===== src/rtl/multicycle_control_pkg.sv =====
// multicycle_ctrl_pkg: shared types and constants for the multi-cycle controller.
// FSM state encoding, ALU operation codes, default opcode encodings and a
// small helper that picks the EXEC-phase ALU operation from the opcode class.
package multicycle_ctrl_pkg;

  // FSM states; codes 5-7 are unused and recover to FETCH
  typedef enum logic [2:0] {
    ST_FETCH  = 3'd0,
    ST_DECODE = 3'd1,
    ST_EXEC   = 3'd2,
    ST_MEM    = 3'd3,
    ST_WB     = 3'd4
  } state_t;

  // ALU operation select driven on alu_op
  localparam logic [1:0] ALU_ADD   = 2'b00;
  localparam logic [1:0] ALU_SUB   = 2'b01;
  localparam logic [1:0] ALU_FUNCT = 2'b10;
  localparam logic [1:0] ALU_AND   = 2'b11;

  // Default opcode field width and encodings
  localparam int         DEF_OPC_W   = 6;
  localparam logic [5:0] DEF_OP_R    = 6'b000000;
  localparam logic [5:0] DEF_OP_J    = 6'b000010;
  localparam logic [5:0] DEF_OP_BEQ  = 6'b000100;
  localparam logic [5:0] DEF_OP_ADDI = 6'b001000;
  localparam logic [5:0] DEF_OP_ANDI = 6'b001100;
  localparam logic [5:0] DEF_OP_LW   = 6'b100011;
  localparam logic [5:0] DEF_OP_SW   = 6'b101011;

  // ALU operation used during EXEC (and held through MEM) for a legal class
  function automatic logic [1:0] exec_alu_op(input logic is_r, input logic is_andi);
    logic [1:0] op;
    if (is_r) begin
      op = ALU_FUNCT;
    end else if (is_andi) begin
      op = ALU_AND;
    end else begin
      op = ALU_ADD;
    end
    return op;
  endfunction

endpackage


===== src/rtl/multicycle_control_opcode_class.sv =====
// opcode_class: combinational decode of the latched opcode into one-hot
// class flags. Exactly one flag is set for any opcode value; anything that
// matches none of the configured encodings is flagged illegal.
module opcode_class
  import multicycle_ctrl_pkg::*;
#(
  parameter int               OPC_W   = DEF_OPC_W,
  parameter logic [OPC_W-1:0] OP_R    = DEF_OP_R,
  parameter logic [OPC_W-1:0] OP_J    = DEF_OP_J,
  parameter logic [OPC_W-1:0] OP_BEQ  = DEF_OP_BEQ,
  parameter logic [OPC_W-1:0] OP_ADDI = DEF_OP_ADDI,
  parameter logic [OPC_W-1:0] OP_ANDI = DEF_OP_ANDI,
  parameter logic [OPC_W-1:0] OP_LW   = DEF_OP_LW,
  parameter logic [OPC_W-1:0] OP_SW   = DEF_OP_SW
) (
  input  logic [OPC_W-1:0] opc,
  output logic             is_r,
  output logic             is_j,
  output logic             is_beq,
  output logic             is_addi,
  output logic             is_andi,
  output logic             is_lw,
  output logic             is_sw,
  output logic             is_illegal
);

  // Priority chain keeps the flags one-hot even if two encodings collide
  always_comb begin
    is_r       = 1'b0;
    is_j       = 1'b0;
    is_beq     = 1'b0;
    is_addi    = 1'b0;
    is_andi    = 1'b0;
    is_lw      = 1'b0;
    is_sw      = 1'b0;
    is_illegal = 1'b0;
    if (opc == OP_R) begin
      is_r = 1'b1;
    end else if (opc == OP_J) begin
      is_j = 1'b1;
    end else if (opc == OP_BEQ) begin
      is_beq = 1'b1;
    end else if (opc == OP_ADDI) begin
      is_addi = 1'b1;
    end else if (opc == OP_ANDI) begin
      is_andi = 1'b1;
    end else if (opc == OP_LW) begin
      is_lw = 1'b1;
    end else if (opc == OP_SW) begin
      is_sw = 1'b1;
    end else begin
      is_illegal = 1'b1;
    end
  end

endmodule


===== src/rtl/multicycle_control.sv =====
// multicycle_control: Moore FSM sequencing each instruction through
// FETCH/DECODE/EXEC/MEM/WB and issuing datapath enables for a multi-cycle
// datapath with one shared ALU and one shared memory.
// Optional build macro MULTICYCLE_CTRL_MEM_HS_EN: MEM waits for mem_ready=1
// before leaving; without it mem_ready is ignored and MEM lasts one cycle.
module multicycle_control
  import multicycle_ctrl_pkg::*;
#(
  parameter int               OPC_W   = DEF_OPC_W,
  parameter logic [OPC_W-1:0] OP_R    = DEF_OP_R,
  parameter logic [OPC_W-1:0] OP_J    = DEF_OP_J,
  parameter logic [OPC_W-1:0] OP_BEQ  = DEF_OP_BEQ,
  parameter logic [OPC_W-1:0] OP_ADDI = DEF_OP_ADDI,
  parameter logic [OPC_W-1:0] OP_ANDI = DEF_OP_ANDI,
  parameter logic [OPC_W-1:0] OP_LW   = DEF_OP_LW,
  parameter logic [OPC_W-1:0] OP_SW   = DEF_OP_SW
) (
  input  logic             clk,
  input  logic             reset,
  input  logic [OPC_W-1:0] opcode,
  input  logic             mem_ready,
  output logic             pc_write,
  output logic             ir_write,
  output logic             reg_dest,
  output logic             jump,
  output logic             branch,
  output logic             mem_read,
  output logic             mem_to_reg,
  output logic             mem_write,
  output logic             alu_src,
  output logic             reg_write,
  output logic [1:0]       alu_op,
  output logic [2:0]       state,
  output logic             instr_done,
  output logic             illegal_op
);

  state_t           state_r;
  state_t           state_next_s;
  logic [OPC_W-1:0] opc_r;        // opcode captured on the FETCH->DECODE edge
  logic             mem_done_s;   // MEM may complete this cycle

  logic is_r_s, is_j_s, is_beq_s, is_addi_s;
  logic is_andi_s, is_lw_s, is_sw_s, is_illegal_s;

`ifdef MULTICYCLE_CTRL_MEM_HS_EN
  assign mem_done_s = mem_ready;
`else
  logic unused_mem_ready_s;
  assign unused_mem_ready_s = mem_ready;
  assign mem_done_s         = 1'b1;
`endif

  opcode_class #(
    .OPC_W   (OPC_W),
    .OP_R    (OP_R),
    .OP_J    (OP_J),
    .OP_BEQ  (OP_BEQ),
    .OP_ADDI (OP_ADDI),
    .OP_ANDI (OP_ANDI),
    .OP_LW   (OP_LW),
    .OP_SW   (OP_SW)
  ) u_opcode_class (
    .opc        (opc_r),
    .is_r       (is_r_s),
    .is_j       (is_j_s),
    .is_beq     (is_beq_s),
    .is_addi    (is_addi_s),
    .is_andi    (is_andi_s),
    .is_lw      (is_lw_s),
    .is_sw      (is_sw_s),
    .is_illegal (is_illegal_s)
  );

  // State register; reset forces FETCH immediately
  always_ff @(posedge clk or posedge reset) begin
    if (reset) begin
      state_r <= ST_FETCH;
    end else begin
      state_r <= state_next_s;
    end
  end

  // Opcode latch: only the FETCH cycle samples the opcode input
  always_ff @(posedge clk or posedge reset) begin
    if (reset) begin
      opc_r <= '0;
    end else if (state_r == ST_FETCH) begin
      opc_r <= opcode;
    end else begin
      opc_r <= opc_r;
    end
  end

  // Next-state logic
  always_comb begin
    state_next_s = ST_FETCH;
    case (state_r)
      ST_FETCH: begin
        state_next_s = ST_DECODE;
      end
      ST_DECODE: begin
        if (is_r_s || is_addi_s || is_andi_s || is_lw_s || is_sw_s) begin
          state_next_s = ST_EXEC;
        end else begin
          state_next_s = ST_FETCH;   // J, BEQ and illegal finish here
        end
      end
      ST_EXEC: begin
        if (is_lw_s || is_sw_s) begin
          state_next_s = ST_MEM;
        end else begin
          state_next_s = ST_WB;
        end
      end
      ST_MEM: begin
        if (!mem_done_s) begin
          state_next_s = ST_MEM;
        end else if (is_lw_s) begin
          state_next_s = ST_WB;
        end else begin
          state_next_s = ST_FETCH;
        end
      end
      ST_WB: begin
        state_next_s = ST_FETCH;
      end
      default: begin
        state_next_s = ST_FETCH;
      end
    endcase
  end

  // Moore output decode from the registered state and latched opcode class
  always_comb begin
    pc_write   = 1'b0;
    ir_write   = 1'b0;
    reg_dest   = 1'b0;
    jump       = 1'b0;
    branch     = 1'b0;
    mem_read   = 1'b0;
    mem_to_reg = 1'b0;
    mem_write  = 1'b0;
    alu_src    = 1'b0;
    reg_write  = 1'b0;
    alu_op     = ALU_ADD;
    instr_done = 1'b0;
    illegal_op = 1'b0;
    case (state_r)
      ST_FETCH: begin
        pc_write = 1'b1;
        ir_write = 1'b1;
      end
      ST_DECODE: begin
        if (is_j_s) begin
          jump       = 1'b1;
          instr_done = 1'b1;
        end else if (is_beq_s) begin
          branch     = 1'b1;
          alu_op     = ALU_SUB;
          instr_done = 1'b1;
        end else if (is_illegal_s) begin
          illegal_op = 1'b1;
          instr_done = 1'b1;
        end else begin
          instr_done = 1'b0;
        end
      end
      ST_EXEC: begin
        alu_op  = exec_alu_op(is_r_s, is_andi_s);
        alu_src = ~is_r_s;
      end
      ST_MEM: begin
        // ALU controls stay at their EXEC values so the address is stable
        alu_op  = exec_alu_op(is_r_s, is_andi_s);
        alu_src = ~is_r_s;
        if (is_lw_s) begin
          mem_read = 1'b1;
        end else if (is_sw_s) begin
          mem_write  = 1'b1;
          instr_done = mem_done_s;
        end else begin
          mem_read = 1'b0;
        end
      end
      ST_WB: begin
        reg_write  = 1'b1;
        instr_done = 1'b1;
        reg_dest   = is_r_s;
        mem_to_reg = is_lw_s;
      end
      default: begin
        pc_write = 1'b0;
      end
    endcase
  end

  assign state = state_r;

endmodule


===== config.mk =====
export PLATFORM = sky130hd
export DESIGN_NAME = multicycle_control
export DESIGN_NICKNAME = d
export VERILOG_FILES = /design/src/rtl/multicycle_control_pkg.sv /design/src/rtl/multicycle_control_opcode_class.sv /design/src/rtl/multicycle_control.sv
export SDC_FILE = /design/constraint.sdc
export NUM_CORES = 1
export LEC_CHECK = 0
export ABC_AREA = 1
export CAP_MARGIN = 20
export CELL_PAD_IN_SITES_DETAIL_PLACEMENT = 2
export CELL_PAD_IN_SITES_GLOBAL_PLACEMENT = 2
export CORE_MARGIN = 2
export CORE_UTILIZATION = 21
export CTS_CLUSTER_SIZE = 28
export DETAILED_ROUTE_END_ITERATION = 8
export PLACE_DENSITY_LB_ADDON = 0.1
export RECOVER_POWER = 50
export SYNTH_ARGS = -nofsm -noshare
export SYNTH_HDL_FRONTEND = slang
export SYNTH_SLANG_ARGS = --single-unit

===== constraint.sdc =====
create_clock -name clk -period 1.2 [get_ports clk]
set_input_delay 0.12 -clock clk [delete_from_list [all_inputs] [get_ports clk]]
set_output_delay 0.12 -clock clk [all_outputs]
set_load 0.01 [all_outputs]

==> results.md <==
* Chip width at between 50 and 60 um
* First-pass GRT wire length at 5530 um
* Total GRT Usage at ~22%
* Initial antenna violation count at 0
* Post-Syn Area at between 600 and 700 sq um
* Final setup violation count at 25
* Crit path buffers/inverters at 3
* Drt wl/cell at about 22 um
* WS Path Type: reg2out
* Worst path slowest cell: dfrtp_2
* CP delay by family, top: buffers and inverters
* F_max at around 0.6 GHz
* Placer congestion estimate at approximately 0.76
* Fillers at between 200 and 300
* CP Data Arrival Time at between 1.5 and 2 ns
* Warnings from Yosys at 0
* Grt ovf at 0
* IO Pins at 26
* Core Footprint at approximately 2800 sq um
* DR pass1 iterations at 4
* Register cell area after layout at about 240 sq um
* Routed Antenna Nets at 0
* Syn_area_per_cell at approximately 7.3 sq um
* Setup slack at placement at -0.493 ns
* Share of cells above drive strength 1 at about three quarters
* Number of hold buffers added after CTS at 0
* Largest net degree at the start of global routing at 10
* DR DRC count at 0
* Post-route clock period utilization at 139%
* Area of the multi-input gates at 503 sq um
* Sink Count at 9
* IO buf count at 24
* Die Y at slightly below 60 um
* Area growth from synthesis to layout at 147%
* Total Wirelength at roughly 4300 um
* Critical Path RT at between 1 and 1.5 ns
* Synth area leaders: dfrtp_1 (35%), nand2_1 (12%), inv_1 (8.9%)
* M1 WL at 1620 um
* Seq cells post-synth at 9
* Leak pwr at between 0.7 and 0.8 nW
* Routed vias/inst at roughly 4.8
* CP max FO at 3
* Root Driver: clkbuf_4
* Final nets at approximately 180
* Clock Path Buffers at 2
* Clock Latency Late Sink at approximately 0.27 ns
* Max-slew violation count at 0
* Clock Pin Slew Worst Setup and Hold Paths at roughly 0.080 ns
* WHS at between 0.3 and 0.4 ns
* Max H-tree Level at 1
* Syn_nets at 96
* Num CTS Buffers at 3
* Tot Pwr at ~4.7 mW
* Row Count at 19
* Startpoint Class: flip-flop
* End-of-flow core utilization at 55.9%
* Worst min-delay path class: in2async
* Count of cell types in the netlist at 20
* Violated checks: negative setup slack
* Post-DP HPWL at ~1800 um
* CTS tree: done
* Initial core utilization at a little under a quarter
* Post-synth top area cell: dfrtp_1
* Worst-Margin Slew at roughly 0.41 ns
* Met2 Wirelength at between 2000 and 2500 um
* Met3 WL at around 130 um
* DR iter-0 viols at 19
* Crit path largest cell delay at roughly 0.43 ns
* Top Layer Used: met4
* Vias in the first global route at a little over 1000
* Max IR drop VDD at roughly 2.1 mV
* Instance count of the mapped netlist at 87
* Power Dens Cells at between 2000 and 3000 nW/um^2
* Number of antenna diodes at 0
* Setup WS post-layout at -0.471 ns
* RSZ-0062 raised after global routing: true
* Max Cap Viol at 0
* Crit-path cells: buf_6 -> nor3_4 -> buf_4 -> nand3_2 -> nor2_1 -> buf_2
* Final min period at ~1.7 ns
* Vias at approximately 950
* DIE AREA at 3480 sq um
* Slew HR at between 70% and 80%
* Synth top area share at 35.4%
* Status: finished with violations
* Final Hold Viols at 0
* Max Clock Skew at 0.00128 ns
* CP Capture Type: output pin
* Sequential fraction of the synthesis area at between 30% and 40%
[report_power, final]
part | switching (mW) | internal (mW) | total (mW)
Clock | 0.137 | 0.129 | 0.266
Combinational | 1.75 | 1.92 | 3.67
Sequential | 0.250 | 0.468 | 0.719
Total | 2.14 | 2.51 | 4.65
[final cells by class]
| class | instances | area share, % |
|---|---|---|
| tap | 31 | 2.47 |
| multi-input combinational | 60 | 32.1 |
| inverter | 16 | 4.31 |
| timing repair buffer | 77 | 44.5 |
| sequential | 9 | 15.0 |
| clock buffer | 4 | 1.68 |
[metrics by stage]
stage          cell area, sq um  TNS [ns]  cells
6_report                   1570     -7.24    197
5_1_grt                    1570     -8.93    197
4_1_cts                    1360     -4.84    188
3_5_place_dp               1060     -6.02    162
3_3_place_gp               1060     -5.19    162
2_1_floorplan               636         0     87
[layout by cell type (no fill, tap or decap), types with 2 or more instances in the layout]
cell type | synthesis | layout
buf_2 | 0 | 11
buf_4 | 1 | 30
o21ai_2 | 4 | 5
nand3_4 | 0 | 4
clkbuf_4 | 0 | 3
inv_2 | 1 | 5
nor2_1 | 10 | 5
nand2_4 | 0 | 5
nand3_1 | 7 | 2
inv_1 | 15 | 8
nand4_1 | 3 | 3
inv_4 | 0 | 3
clkdlybuf4s50_1 | 0 | 6
buf_6 | 1 | 27
nand2_1 | 21 | 10
dfrtp_2 | 0 | 8
nand2_2 | 1 | 7
nor3_4 | 0 | 2
nor2_4 | 1 | 7
nand3_2 | 3 | 4
[Yosys cell counts]
master and count:
o211ai_1 1, a21boi_2 1, nand3_1 7, nand2_1 21, inv_1 15, nor2_1 10, nor2_2 2, nand2_2 1
buf_6 1, nor3_1 1, buf_4 1, o21ai_2 4, nand3_2 3, inv_2 1, nor3b_2 1, nand4_1 3
nor2_4 1, o21ai_1 2, nor3_2 2, dfrtp_1 9
[sequential cells by signal (all words and copies together), names as in the netlist]
register  flops
opc_r         6
state         3
[path summary, 6_finish.rpt]
check	from	end	slack, ns	cells past startpoint
min in group clk	opcode[4]	opc_r[4]	0.41	3
setup reg to reg	state[0]	opc_r[1]	-0.27	9
hold / removal	reset	state[0]	0.31	2
setup / recovery	state[1]	illegal_op	-0.47	6
hold reg to reg	opc_r[5]	opc_r[5]	0.60	2
max in group asynchronous	reset	opc_r[2]	0.58	2
[kinds of logic (layout without fill, tap and decap cells)]
kind of cell    count (synthesis)  count (layout)  synth area share, %
compound gates                  8               8                 10.0
simple gates                   52              52                 42.1
flops                           9               9                 35.4
buf+inv                        18              97                 12.4
[worst reg2reg max path, delay by kind of cell (launching register included)]
kind / cells / cell delay [ns]
buffers and inverters: 5 / 0.61
flip-flops: 1 / 0.42
AND/OR/NAND/NOR: 3 / 0.27
AO/OA/AOI/OAI: 1 / 0.09
[routing by layer]
layer | track usage [%] | up-vias
met2 | 42.7 | 32
met1 | 25.1 | 472
met5 | 0 | -
li1 | - | 433
met3 | 1.97 | 10
met4 | 8.12 | 0
[what timing repair did]
action / in CTS / in global routing
endpoints found under the hold margin: 0 / 0
gates cloned: 1 / 0
buffers inserted: 22 / 12
pin swaps: 18 / 16
gates resized for setup: 118 / 39
setup endpoints to repair: 25 / 25
Power figures use the tool's default switching activity.
